===== src/rtl/fp_accum_seq_pkg.sv =====
`default_nettype none
// =============================================================================
// fp_accum_seq_pkg : shared types and constants for the FP accumulator sequencer
// Revision: 1.0
// =============================================================================
package fp_accum_seq_pkg;

    typedef enum logic [2:0] {
        ST_IDLE  = 3'd0,
        ST_ACC   = 3'd1,
        ST_ISSUE = 3'd2,
        ST_WAIT  = 3'd3,
        ST_OUT   = 3'd4
    } state_e;

    localparam int unsigned MAX_WAIT_DEFAULT = 32;
    localparam int unsigned CNT_W_DEFAULT    = 16;

    localparam logic [31:0] FP_ZERO = 32'h0000_0000;
    localparam logic [31:0] FP_ONE  = 32'h3F80_0000;

endpackage
`default_nettype wire


===== src/rtl/fp_accum_seq_if.sv =====
`default_nettype none
// =============================================================================
// fp_accum_seq_if : input stream, adder handshake and output stream bundle
// Revision: 1.0
// =============================================================================
interface fp_accum_seq_if #(
    parameter int CNT_W = 16
);
    logic              in_valid;
    logic              in_ready;
    logic [31:0]       in_data;
    logic              in_last;

    logic              add_start;
    logic [31:0]       add_a;
    logic [31:0]       add_b;
    logic              add_done;
    logic [31:0]       add_sum;

    logic              out_valid;
    logic              out_ready;
    logic [31:0]       out_data;
    logic [CNT_W-1:0]  out_count;
    logic              out_err;

    modport slave (
        input  in_valid, in_data, in_last, add_done, add_sum, out_ready,
        output in_ready, add_start, add_a, add_b, out_valid, out_data, out_count, out_err
    );

    modport master (
        output in_valid, in_data, in_last, add_done, add_sum, out_ready,
        input  in_ready, add_start, add_a, add_b, out_valid, out_data, out_count, out_err
    );
endinterface
`default_nettype wire


===== src/rtl/fp_accum_seq_wdog.sv =====
`default_nettype none
// =============================================================================
// fp_accum_wdog : adder-wait watchdog; expire flags the MAX_WAIT-1'th enabled cycle
// Revision: 1.0
// =============================================================================
module fp_accum_wdog #(
    parameter int unsigned MAX_WAIT = 32
) (
    input  wire logic clk,
    input  wire logic reset,
    input  wire logic clr_i,
    input  wire logic en_i,
    output logic      expire_o
);
    localparam int unsigned W = (MAX_WAIT > 2) ? $clog2(MAX_WAIT) : 1;
    localparam logic [W-1:0] C_LIMIT = W'(MAX_WAIT - 2);

    logic [W-1:0] cnt_q;
    logic [W-1:0] cnt_d;

    // cnt_q holds completed wait cycles, so the current cycle is cnt_q+1 inclusive
    assign expire_o = en_i && (cnt_q == C_LIMIT);

    always_comb begin
        cnt_d = cnt_q;
        if (clr_i) begin
            cnt_d = '0;
        end else if (en_i && !expire_o) begin
            cnt_d = cnt_q + 1'b1;
        end
    end

    always_ff @(posedge clk) begin
        if (reset) begin
            cnt_q <= '0;
        end else begin
            cnt_q <= cnt_d;
        end
    end
endmodule
`default_nettype wire


===== src/rtl/fp_accum_seq.sv =====
`default_nettype none
// =============================================================================
// fp_accum_seq : streaming FP accumulator sequencer driving an external adder
// Revision: 1.0
// =============================================================================
module fp_accum_seq
    import fp_accum_seq_pkg::*;
#(
    parameter int          CNT_W    = CNT_W_DEFAULT,
    parameter int unsigned MAX_WAIT = MAX_WAIT_DEFAULT
) (
    input  wire logic        clk,
    input  wire logic        reset,
    fp_accum_seq_if.slave    bus
);
    state_e            state_q, state_d;
    logic [31:0]       acc_q, acc_d;
    logic [31:0]       opb_q, opb_d;
    logic [CNT_W-1:0]  cnt_q, cnt_d;
    logic              err_q, err_d;
    logic              last_q, last_d;

    logic              wd_clr;
    logic              wd_en;
    logic              wd_expire;
    logic              in_fire;

    assign in_fire = bus.in_valid && bus.in_ready;

    fp_accum_wdog #(
        .MAX_WAIT (MAX_WAIT)
    ) u_wdog (
        .clk      (clk),
        .reset    (reset),
        .clr_i    (wd_clr),
        .en_i     (wd_en),
        .expire_o (wd_expire)
    );

    always_ff @(posedge clk) begin
        if (reset) begin
            state_q <= ST_IDLE;
            acc_q   <= '0;
            opb_q   <= '0;
            cnt_q   <= '0;
            err_q   <= 1'b0;
            last_q  <= 1'b0;
        end else begin
            state_q <= state_d;
            acc_q   <= acc_d;
            opb_q   <= opb_d;
            cnt_q   <= cnt_d;
            err_q   <= err_d;
            last_q  <= last_d;
        end
    end

    always_comb begin
        state_d = state_q;
        acc_d   = acc_q;
        opb_d   = opb_q;
        cnt_d   = cnt_q;
        err_d   = err_q;
        last_d  = last_q;
        wd_clr  = 1'b0;
        wd_en   = 1'b0;
        case (state_q)
            ST_IDLE: begin
                if (in_fire) begin
                    acc_d   = bus.in_data;
                    cnt_d   = CNT_W'(1);
                    err_d   = 1'b0;
                    state_d = bus.in_last ? ST_OUT : ST_ACC;
                end
            end
            ST_ACC: begin
                if (in_fire) begin
                    opb_d   = bus.in_data;
                    last_d  = bus.in_last;
                    cnt_d   = (&cnt_q) ? cnt_q : cnt_q + 1'b1;
                    state_d = ST_ISSUE;
                end
            end
            ST_ISSUE: begin
                if (bus.add_done) begin
                    acc_d   = bus.add_sum;
                    state_d = last_q ? ST_OUT : ST_ACC;
                end else begin
                    wd_clr  = 1'b1;
                    state_d = ST_WAIT;
                end
            end
            ST_WAIT: begin
                wd_en = 1'b1;
                // a done arriving with the timeout still counts as a good result
                if (bus.add_done) begin
                    acc_d   = bus.add_sum;
                    state_d = last_q ? ST_OUT : ST_ACC;
                end else if (wd_expire) begin
                    err_d   = 1'b1;
                    state_d = ST_OUT;
                end
            end
            ST_OUT: begin
                if (bus.out_ready) begin
                    state_d = ST_IDLE;
                end
            end
            default: state_d = ST_IDLE;
        endcase
    end

    always_comb begin
        bus.in_ready  = !reset && (state_q == ST_IDLE || state_q == ST_ACC);
        bus.add_start = !reset && (state_q == ST_ISSUE);
        bus.add_a     = '0;
        bus.add_b     = '0;
        if (state_q == ST_ISSUE || state_q == ST_WAIT) begin
            bus.add_a = acc_q;
            bus.add_b = opb_q;
        end
        bus.out_valid = !reset && (state_q == ST_OUT);
        bus.out_data  = (state_q == ST_OUT) ? acc_q : '0;
        bus.out_count = (state_q == ST_OUT) ? cnt_q : '0;
        bus.out_err   = (state_q == ST_OUT) && err_q;
    end
endmodule
`default_nettype wire


===== src/flat_wrapper.sv =====
// flat-port wrapper written by rule: the top's interface ports become plain ports
module fp_accum_seq_flat import fp_accum_seq_pkg::*;
#(
    parameter int          CNT_W    = CNT_W_DEFAULT,
    parameter int unsigned MAX_WAIT = MAX_WAIT_DEFAULT
)
  (clk, reset, bus_in_valid, bus_in_data, bus_in_last, bus_add_done, bus_add_sum, bus_out_ready, bus_in_ready, bus_add_start, bus_add_a, bus_add_b, bus_out_valid, bus_out_data, bus_out_count, bus_out_err);
  fp_accum_seq_if #(.CNT_W(CNT_W)) bus_i ();
  input  wire logic clk;
  input  wire logic reset;
  input wire logic [$bits(bus_i.in_valid)-1:0] bus_in_valid;
  input wire logic [$bits(bus_i.in_data)-1:0] bus_in_data;
  input wire logic [$bits(bus_i.in_last)-1:0] bus_in_last;
  input wire logic [$bits(bus_i.add_done)-1:0] bus_add_done;
  input wire logic [$bits(bus_i.add_sum)-1:0] bus_add_sum;
  input wire logic [$bits(bus_i.out_ready)-1:0] bus_out_ready;
  output wire logic [$bits(bus_i.in_ready)-1:0] bus_in_ready;
  output wire logic [$bits(bus_i.add_start)-1:0] bus_add_start;
  output wire logic [$bits(bus_i.add_a)-1:0] bus_add_a;
  output wire logic [$bits(bus_i.add_b)-1:0] bus_add_b;
  output wire logic [$bits(bus_i.out_valid)-1:0] bus_out_valid;
  output wire logic [$bits(bus_i.out_data)-1:0] bus_out_data;
  output wire logic [$bits(bus_i.out_count)-1:0] bus_out_count;
  output wire logic [$bits(bus_i.out_err)-1:0] bus_out_err;
  assign bus_i.in_valid = bus_in_valid;
  assign bus_i.in_data = bus_in_data;
  assign bus_i.in_last = bus_in_last;
  assign bus_i.add_done = bus_add_done;
  assign bus_i.add_sum = bus_add_sum;
  assign bus_i.out_ready = bus_out_ready;
  assign bus_in_ready = bus_i.in_ready;
  assign bus_add_start = bus_i.add_start;
  assign bus_add_a = bus_i.add_a;
  assign bus_add_b = bus_i.add_b;
  assign bus_out_valid = bus_i.out_valid;
  assign bus_out_data = bus_i.out_data;
  assign bus_out_count = bus_i.out_count;
  assign bus_out_err = bus_i.out_err;
  fp_accum_seq #(.CNT_W(CNT_W), .MAX_WAIT(MAX_WAIT)) u_core (.clk(clk), .reset(reset), .bus(bus_i));
endmodule

===== config.mk =====
export PLATFORM = sky130hd
export DESIGN_NAME = fp_accum_seq_flat
export DESIGN_NICKNAME = d
export VERILOG_FILES = /design/src/rtl/fp_accum_seq_pkg.sv /design/src/rtl/fp_accum_seq_if.sv /design/src/rtl/fp_accum_seq_wdog.sv /design/src/rtl/fp_accum_seq.sv /design/src/flat_wrapper.sv
export SDC_FILE = /design/constraint.sdc
export NUM_CORES = 1
export LEC_CHECK = 0
export ABC_CLOCK_PERIOD_IN_PS = 2900
export CELL_PAD_IN_SITES_DETAIL_PLACEMENT = 0
export CELL_PAD_IN_SITES_GLOBAL_PLACEMENT = 1
export CORE_MARGIN = 2
export CORE_UTILIZATION = 31
export DETAILED_ROUTE_END_ITERATION = 8
export PLACE_DENSITY = 0.82
export SYNTH_ARGS = -nofsm -noshare
export SYNTH_HDL_FRONTEND = slang
export SYNTH_HIERARCHICAL = 1
export SYNTH_SLANG_ARGS = --single-unit

===== constraint.sdc =====
create_clock -name clk -period 2.9 [get_ports clk]
set_clock_uncertainty 0.05 [all_clocks]
set_input_delay 0.58 -clock clk [delete_from_list [all_inputs] [get_ports clk]]
set_output_delay 0.58 -clock clk [all_outputs]
set_load 0.03 [all_outputs]

# Word level (Yosys, flattened, before mapping)
# Index checks and enable logic that the tools add are counted.
# W data, S select, Z words.
# word_totals
register_bits	90
inputBits	70
output_inout_bits	116
elab_cells	72
# op_classes
addsub	2
eq_ne	13
mux	27
reduce_logical	23
# ops
cell	n
$mux W32	5
$mux W16	4
$pmux W32 S2	1
$pmux W16 S2	1
$mux W3	8
$add A16 B1 Y16 const B	1
$reduce_and A16 Y1	1
$pmux W3 S5	1
$reduce_and A4 Y1	3
$ne A2 B2 Y1 const B	4
$logic_and A1 B1 Y1	7
$eq A3 B2 Y1 const B	2
$mux W1	6
$ne A2 B1 Y1 const B	3
$reduce_bool A2 Y1	3
$add A5 B1 Y5 const B	1
$eq A5 B5 Y1 const B	1
$reduce_or A2 Y1	2
$eq A3 B1 Y1 const B	1
$eq A3 B3 Y1 const B	1
$logic_not A3 Y1	1
$ne A3 B3 Y1 const B	1
$reduce_and A3 Y1	1
$logic_not A1 Y1	2
3 further kinds	4

# Depth between registers and ports, before layout
# Gate-level depths: netlist (run 1).
# depth
ltp_word	6
mapped_depth	11

# Hierarchy
# Netlist (run 1), hierarchy kept.
# by_module_without_submodules
module	instances	cells_each	area_per_inst_um2	seq_area_each_um2
fp_accum_seq	1	610	4575.6	1701.6
fp_accum_wdog	1	29	292.8	100.1

# Worst setup path after synthesis (run 1)
# No wires, ideal clock.
# synth_timing
path_type	flip-flop to output port
from	reg u_core.state_q[1]
to	out bus_add_start
t_arrival_ns	1.642
t_required_ns	2.270
setup_slack_ns	0.628
path_stages_with_launch	6
path_buffers	3
cell_sequence	dfxtp_1 -> buf_2 -> nand2b_1 -> clkbuf_1 -> clkbuf_1 -> nor3_1
# synth_via
elab_chain_len	2
# synth_rtl
element	line	source
start, declared	fp_accum_seq.sv:16	state_e state_q, state_d;
start signal, assigned	fp_accum_seq.sv:49	state_q <= state_d;
$eq A3 B2 Y1	fp_accum_seq.sv:115	bus.add_start = !reset && (state_q == ST_ISSUE);
$logic_and A1 B1 Y1	fp_accum_seq.sv:115	
end, declared	flat_wrapper.sv:18	output wire logic [$bits(bus_i.add_start)-1:0] bus_add_start;
# No other way between the ends.

# Worst setup path in the final report (run 1)
# layout_timing
from	reg u_core.state_q[2]
to	out bus_add_a[31]
# layout_via
elab_chain_len	3
# layout_rtl
element	line	source
$eq A3 B2 Y1	fp_accum_seq.sv:118	if (state_q == ST_ISSUE || state_q == ST_WAIT) begin
$logic_or A1 B1 Y1 *	fp_accum_seq.sv:118	
$mux W32 *	fp_accum_seq.sv:118	
end, declared	flat_wrapper.sv:19	output wire logic [$bits(bus_i.add_a)-1:0] bus_add_a;
# Mark *: on every way between the ends. The rest lies on a longest branch, timed or not.

==> results by group, run 1 <==
Worst setup path
  – Slowest Stage Delay on Critical Path: 660 ps
  – Depth of the most critical reg-to-reg path: 6
  – Worst EP required: between 2000 and 2500 ps
  – Startpoint of the worst register-to-register path: u_core/state_q[0]
  – Critical path cell sequence: nor2b_4, and2_1, clkdlybuf4s50_1
  – Worst Path Class, Setup: reg -> out
  – Cell type of the slowest stage on the worst timing path: sky130_fd_sc_hd__clkdlybuf4s50_1
  – Endpoint class of the critical path: primary output
  – Largest fanout of any net on the critical path: 26
  – CP startpoint kind: flip-flop
  – Slack of the worst reg-to-reg path: 560 ps
  – Data arrival time at the worst-slack endpoint: between 2000 and 2500 ps
  – Buf/Inv on CP: 1
  – Endpoint of the worst-slack reg-to-reg timing path: u_core/cnt_q[9]
  – Category of cells accounting for the largest share of critical-path delay: simple AND/OR/NAND/NOR gates

Power
  – Reported leakage power: 3.19 nW
  – Total chip power: ~0.0029 W
  – Pwr Density: between 400 and 500 nW/um2
  – IR drop worst, VDD: 0.264 mV

Run
  – Number of max-capacitance violations reported: 0

Route
  – Number of vias in the routed layout: 5066
  – Number of nets still failing antenna checks after routing: 0
  – Mean number of vias per cell: between 5 and 6
  – Number of DRC markers after the initial detailed-route iteration: 296
  – Routed wire length per instance: 15.4 um
  – Total DRC errors in the routed layout: 0
  – Total wirelength of the detailed-routed design: between 15 and 20 mm
  – First-pass DRT Iterations: 5

Timing
  – Achievable frequency: around 360 MHz
  – Final cycle utilization of the critical path: between 90% and 100%
  – Setup Viol. Count Final: 0
  – Setup WS post-layout: 104 ps
  – Slew @ Worst Pin: 677 ps
  – Final Slew Violations: 0
  – Relative slew slack: a little over half
  – Post-route minimum period: 2800 ps
  – Hold violation count in the final report: 0
  – Minimum hold slack: 400 ps

Cells and area
  – Fraction of layout instances using a drive strength above 1: roughly 14%
  – Area growth syn-to-layout: 47.3%
  – Net count, final: 869
  – Inserted Diodes: 0

Floorplanning
  – Floorplan die area: 16700 um2
  – Horizontal die dimension: 129 um
  – Site row count: 45
  – Number of top-level design ports: ~190
  – Starting density of the core: 31.9%
  – Height of the die: roughly 130 um
  – Placeable core region: 15300 um2

Run status
  – Run status: completed

Worst hold path
  – Depth of the worst hold-timing path: 2
  – Start point of the worst min-delay path: u_core/opb_q[8]
  – Worst hold path endpoint: u_core/opb_q[8]
  – Worst hold path class: reg -> reg

Placement
  – Detail Placement HPWL: between 10 and 15 mm
  – Port Buffers: 185
  – Worst Setup Slack post-DPL: 435 ps
  – GP Congestion: 0.838

Clock tree
  – Post CTS Setup Buffer Count: 0
  – TritonCTS clock tree: yes
  – CTS root buf: sky130_fd_sc_hd__clkbuf_16
  – H-Tree Level Count: 3
  – Cts bufs inserted: 9
  – Skew-Pair Late Insertion Delay: roughly 340 ps
  – Clock transition at the register clock pins on the worst setup and hold paths after CTS: 70 ps
  – Maximum buffer depth of the clock tree: 2
  – Clock sinks: 90

Synth
  – Compound-Gate Fraction of Synth Area: ~17%
  – Adder-cell share of the synthesized area: 0.771%
  – Post-synthesis instance area: between 4000 and 5000 um2
  – Number of distinct library cells after synthesis: between 50 and 60
  – Post-synth EDFFs: 0
  – Syn Inst Count: 639
  – Ranking of synthesized cells by instance count: 144 x sky130_fd_sc_hd__nand2_1, 90 x sky130_fd_sc_hd__dfxtp_1, 66 x sky130_fd_sc_hd__and2_1
  – Number of warnings issued by yosys: 6
  – Simple-Gate Fraction of Synth Area: 38.4%
  – Synth Register Bits: 90
  – Async set-or-reset flop fraction in the synthesized netlist: 0%
  – Top cells by area in the synthesized netlist: sky130_fd_sc_hd__dfxtp_1 37%, sky130_fd_sc_hd__nand2_1 11%, sky130_fd_sc_hd__and2_1 8.5%
  – XOR/XNOR share of the synthesized area: 0%
  – Share of the yosys chip area belonging to registers: about 37%
  – Average instance area after synthesis: approximately 7.6 um2
  – Post-synth net total: 712
  – Predominant post-synthesis flop cell: sky130_fd_sc_hd__dfxtp_1
  – Share of Yosys cell area claimed by the top area cell type: a little under two fifths
  – Most repeated cell in the gate-level netlist after synthesis: sky130_fd_sc_hd__nand2_1
  – Share of cell area taken by muxes after synthesis: 1.08%
  – Cell taking the most area after synthesis: sky130_fd_sc_hd__dfxtp_1
  – Combinational family with the most area after synthesis: simple AND/OR/NAND/NOR gates

GRT
  – First-pass GRT wire length: 24.2 mm
  – Number of antenna violations at the first check in global routing: 0
  – Total global-route track usage: 18.0%
  – Maximum number of pins on one net before global-route repair: 65
  – Vias in the first global route: 4751
  – GRT overflow: 0
## logic make-up (layout without fill, tap and decap cells)
group / after synthesis / in the layout
AO/OA/AOI/OAI: 116 / 116
adder cells (fa/ha/maj): 3 / 3
buffers and inverters: 59 / 221
flip-flops: 90 / 90
multiplexers: 5 / 5
AND/OR/NAND/NOR: 366 / 366
## timing repair
action                     4_1_cts  5_1_grt
gates resized for setup          0       16
setup endpoints to repair        0       16
hold buffers                     0        0
## stage by stage
stage          util, %  std cells  TNS, ps  instance area [um2]
2_1_floorplan        -        639        0                 4870
3_3_place_gp      44.7        996        0                 6830
3_5_place_dp      44.7        996        0                 6830
4_1_cts           46.7       1012        0                 7130
5_1_grt           47.0       1012    -2.46                 7170
6_report          47.0       1012        0                 7170
## layout make-up
cell class,count,area (um2)
Multi-Input combinational cell,490,2820
Inverter,3,11.3
Tap cell,211,264
Clock buffer,11,243
Fill cell,1522,8090
Sequential cell,90,1800
Timing Repair Buffer,202,1970
Clock inverter,5,61.3
## worst reg2reg max path: stages, from the launching register on
cell and delay (ps):
sky130_fd_sc_hd__dfxtp_1 370, sky130_fd_sc_hd__buf_4 240, sky130_fd_sc_hd__or3b_1 560, sky130_fd_sc_hd__nor2_8 370, sky130_fd_sc_hd__o21ai_2 180, sky130_fd_sc_hd__or3_1 370
sky130_fd_sc_hd__a21oi_1 140
## sequential cells by signal, summed over array words and instances, names as in the netlist
| signal | cells |
|---|---|
| u_core/opb_q | 32 |
| u_core/err_q | 1 |
| u_core/cnt_q | 16 |
| u_core/last_q | 1 |
| u_core/acc_q | 32 |
| u_core/state_q | 3 |
| u_core/u_wdog/cnt_q | 5 |
## report_power, final
part           internal, W  total (W)  switching [W]
sequential         0.00129    0.00133      0.0000409
combinational     0.000192   0.000404       0.000213
clock             0.000695    0.00119       0.000493
## worst max path at each step
stage                                  from            end  slack (ps)  cells after the start
after floorplan           u_core/state_q[1]  bus_add_start         630                      5
after global placement    u_core/state_q[2]   bus_add_b[9]         470                      3
after detailed placement  u_core/state_q[2]   bus_add_b[8]         430                      3
after CTS                 u_core/state_q[2]   bus_add_b[3]          60                      3
after global routing      u_core/state_q[2]  bus_add_a[31]          -2                      3
final                     u_core/state_q[2]  bus_add_a[31]         100                      3
## cell usage in the layout (no fill, tap or decap), types with 2 or more instances in the layout
cell type / synthesis / layout
sky130_fd_sc_hd__clkdlybuf4s50_1: 0 / 113
sky130_fd_sc_hd__and3_1: 57 / 57
sky130_fd_sc_hd__inv_1: 3 / 3
sky130_fd_sc_hd__dfxtp_1: 90 / 89
sky130_fd_sc_hd__buf_12: 0 / 7
sky130_fd_sc_hd__ha_1: 3 / 3
sky130_fd_sc_hd__and4_1: 3 / 3
sky130_fd_sc_hd__mux2i_1: 3 / 3
sky130_fd_sc_hd__or3_1: 3 / 3
sky130_fd_sc_hd__buf_4: 3 / 66
sky130_fd_sc_hd__a311oi_2: 3 / 3
sky130_fd_sc_hd__nand4_1: 3 / 3
sky130_fd_sc_hd__nand2_1: 144 / 144
sky130_fd_sc_hd__a41oi_1: 3 / 3
sky130_fd_sc_hd__nand3_1: 9 / 9
sky130_fd_sc_hd__clkinvlp_4: 0 / 3
sky130_fd_sc_hd__dlymetal6s2s_1: 0 / 16
sky130_fd_sc_hd__a31oi_1: 3 / 3
sky130_fd_sc_hd__mux2_2: 2 / 2
sky130_fd_sc_hd__nand3b_1: 2 / 2
sky130_fd_sc_hd__a21oi_1: 46 / 46
sky130_fd_sc_hd__o22ai_1: 2 / 2
sky130_fd_sc_hd__nor2_1: 51 / 51
sky130_fd_sc_hd__o21ai_1: 6 / 6
sky130_fd_sc_hd__nor3_1: 9 / 9
sky130_fd_sc_hd__o21ai_0: 4 / 4
sky130_fd_sc_hd__clkbuf_16: 0 / 9
sky130_fd_sc_hd__nor2b_1: 3 / 2
sky130_fd_sc_hd__nor3b_1: 2 / 2
sky130_fd_sc_hd__a2111oi_2: 2 / 2
sky130_fd_sc_hd__a22oi_1: 2 / 2
sky130_fd_sc_hd__a21o_1: 4 / 4
sky130_fd_sc_hd__and2_1: 66 / 66
sky130_fd_sc_hd__a311oi_1: 32 / 32
## routing by layer
layer	GRT usage [%]	up-vias	part of all wire, %
li1	-	2528	-
met1	23.9	2353	45
met2	30.3	174	48
met3	2.81	11	6.6
met4	5.24	0	1.1
met5	0	-	0
(Power assumes the default switching activity.)
==> inputs of run 2 (changes only) <==
- CTS_CLUSTER_SIZE: unset -> 10
- GPL_TIMING_DRIVEN: unset -> 1
==> results of run 2 <==
No change in the layout: final DEF, timing and power equal those of run 1.
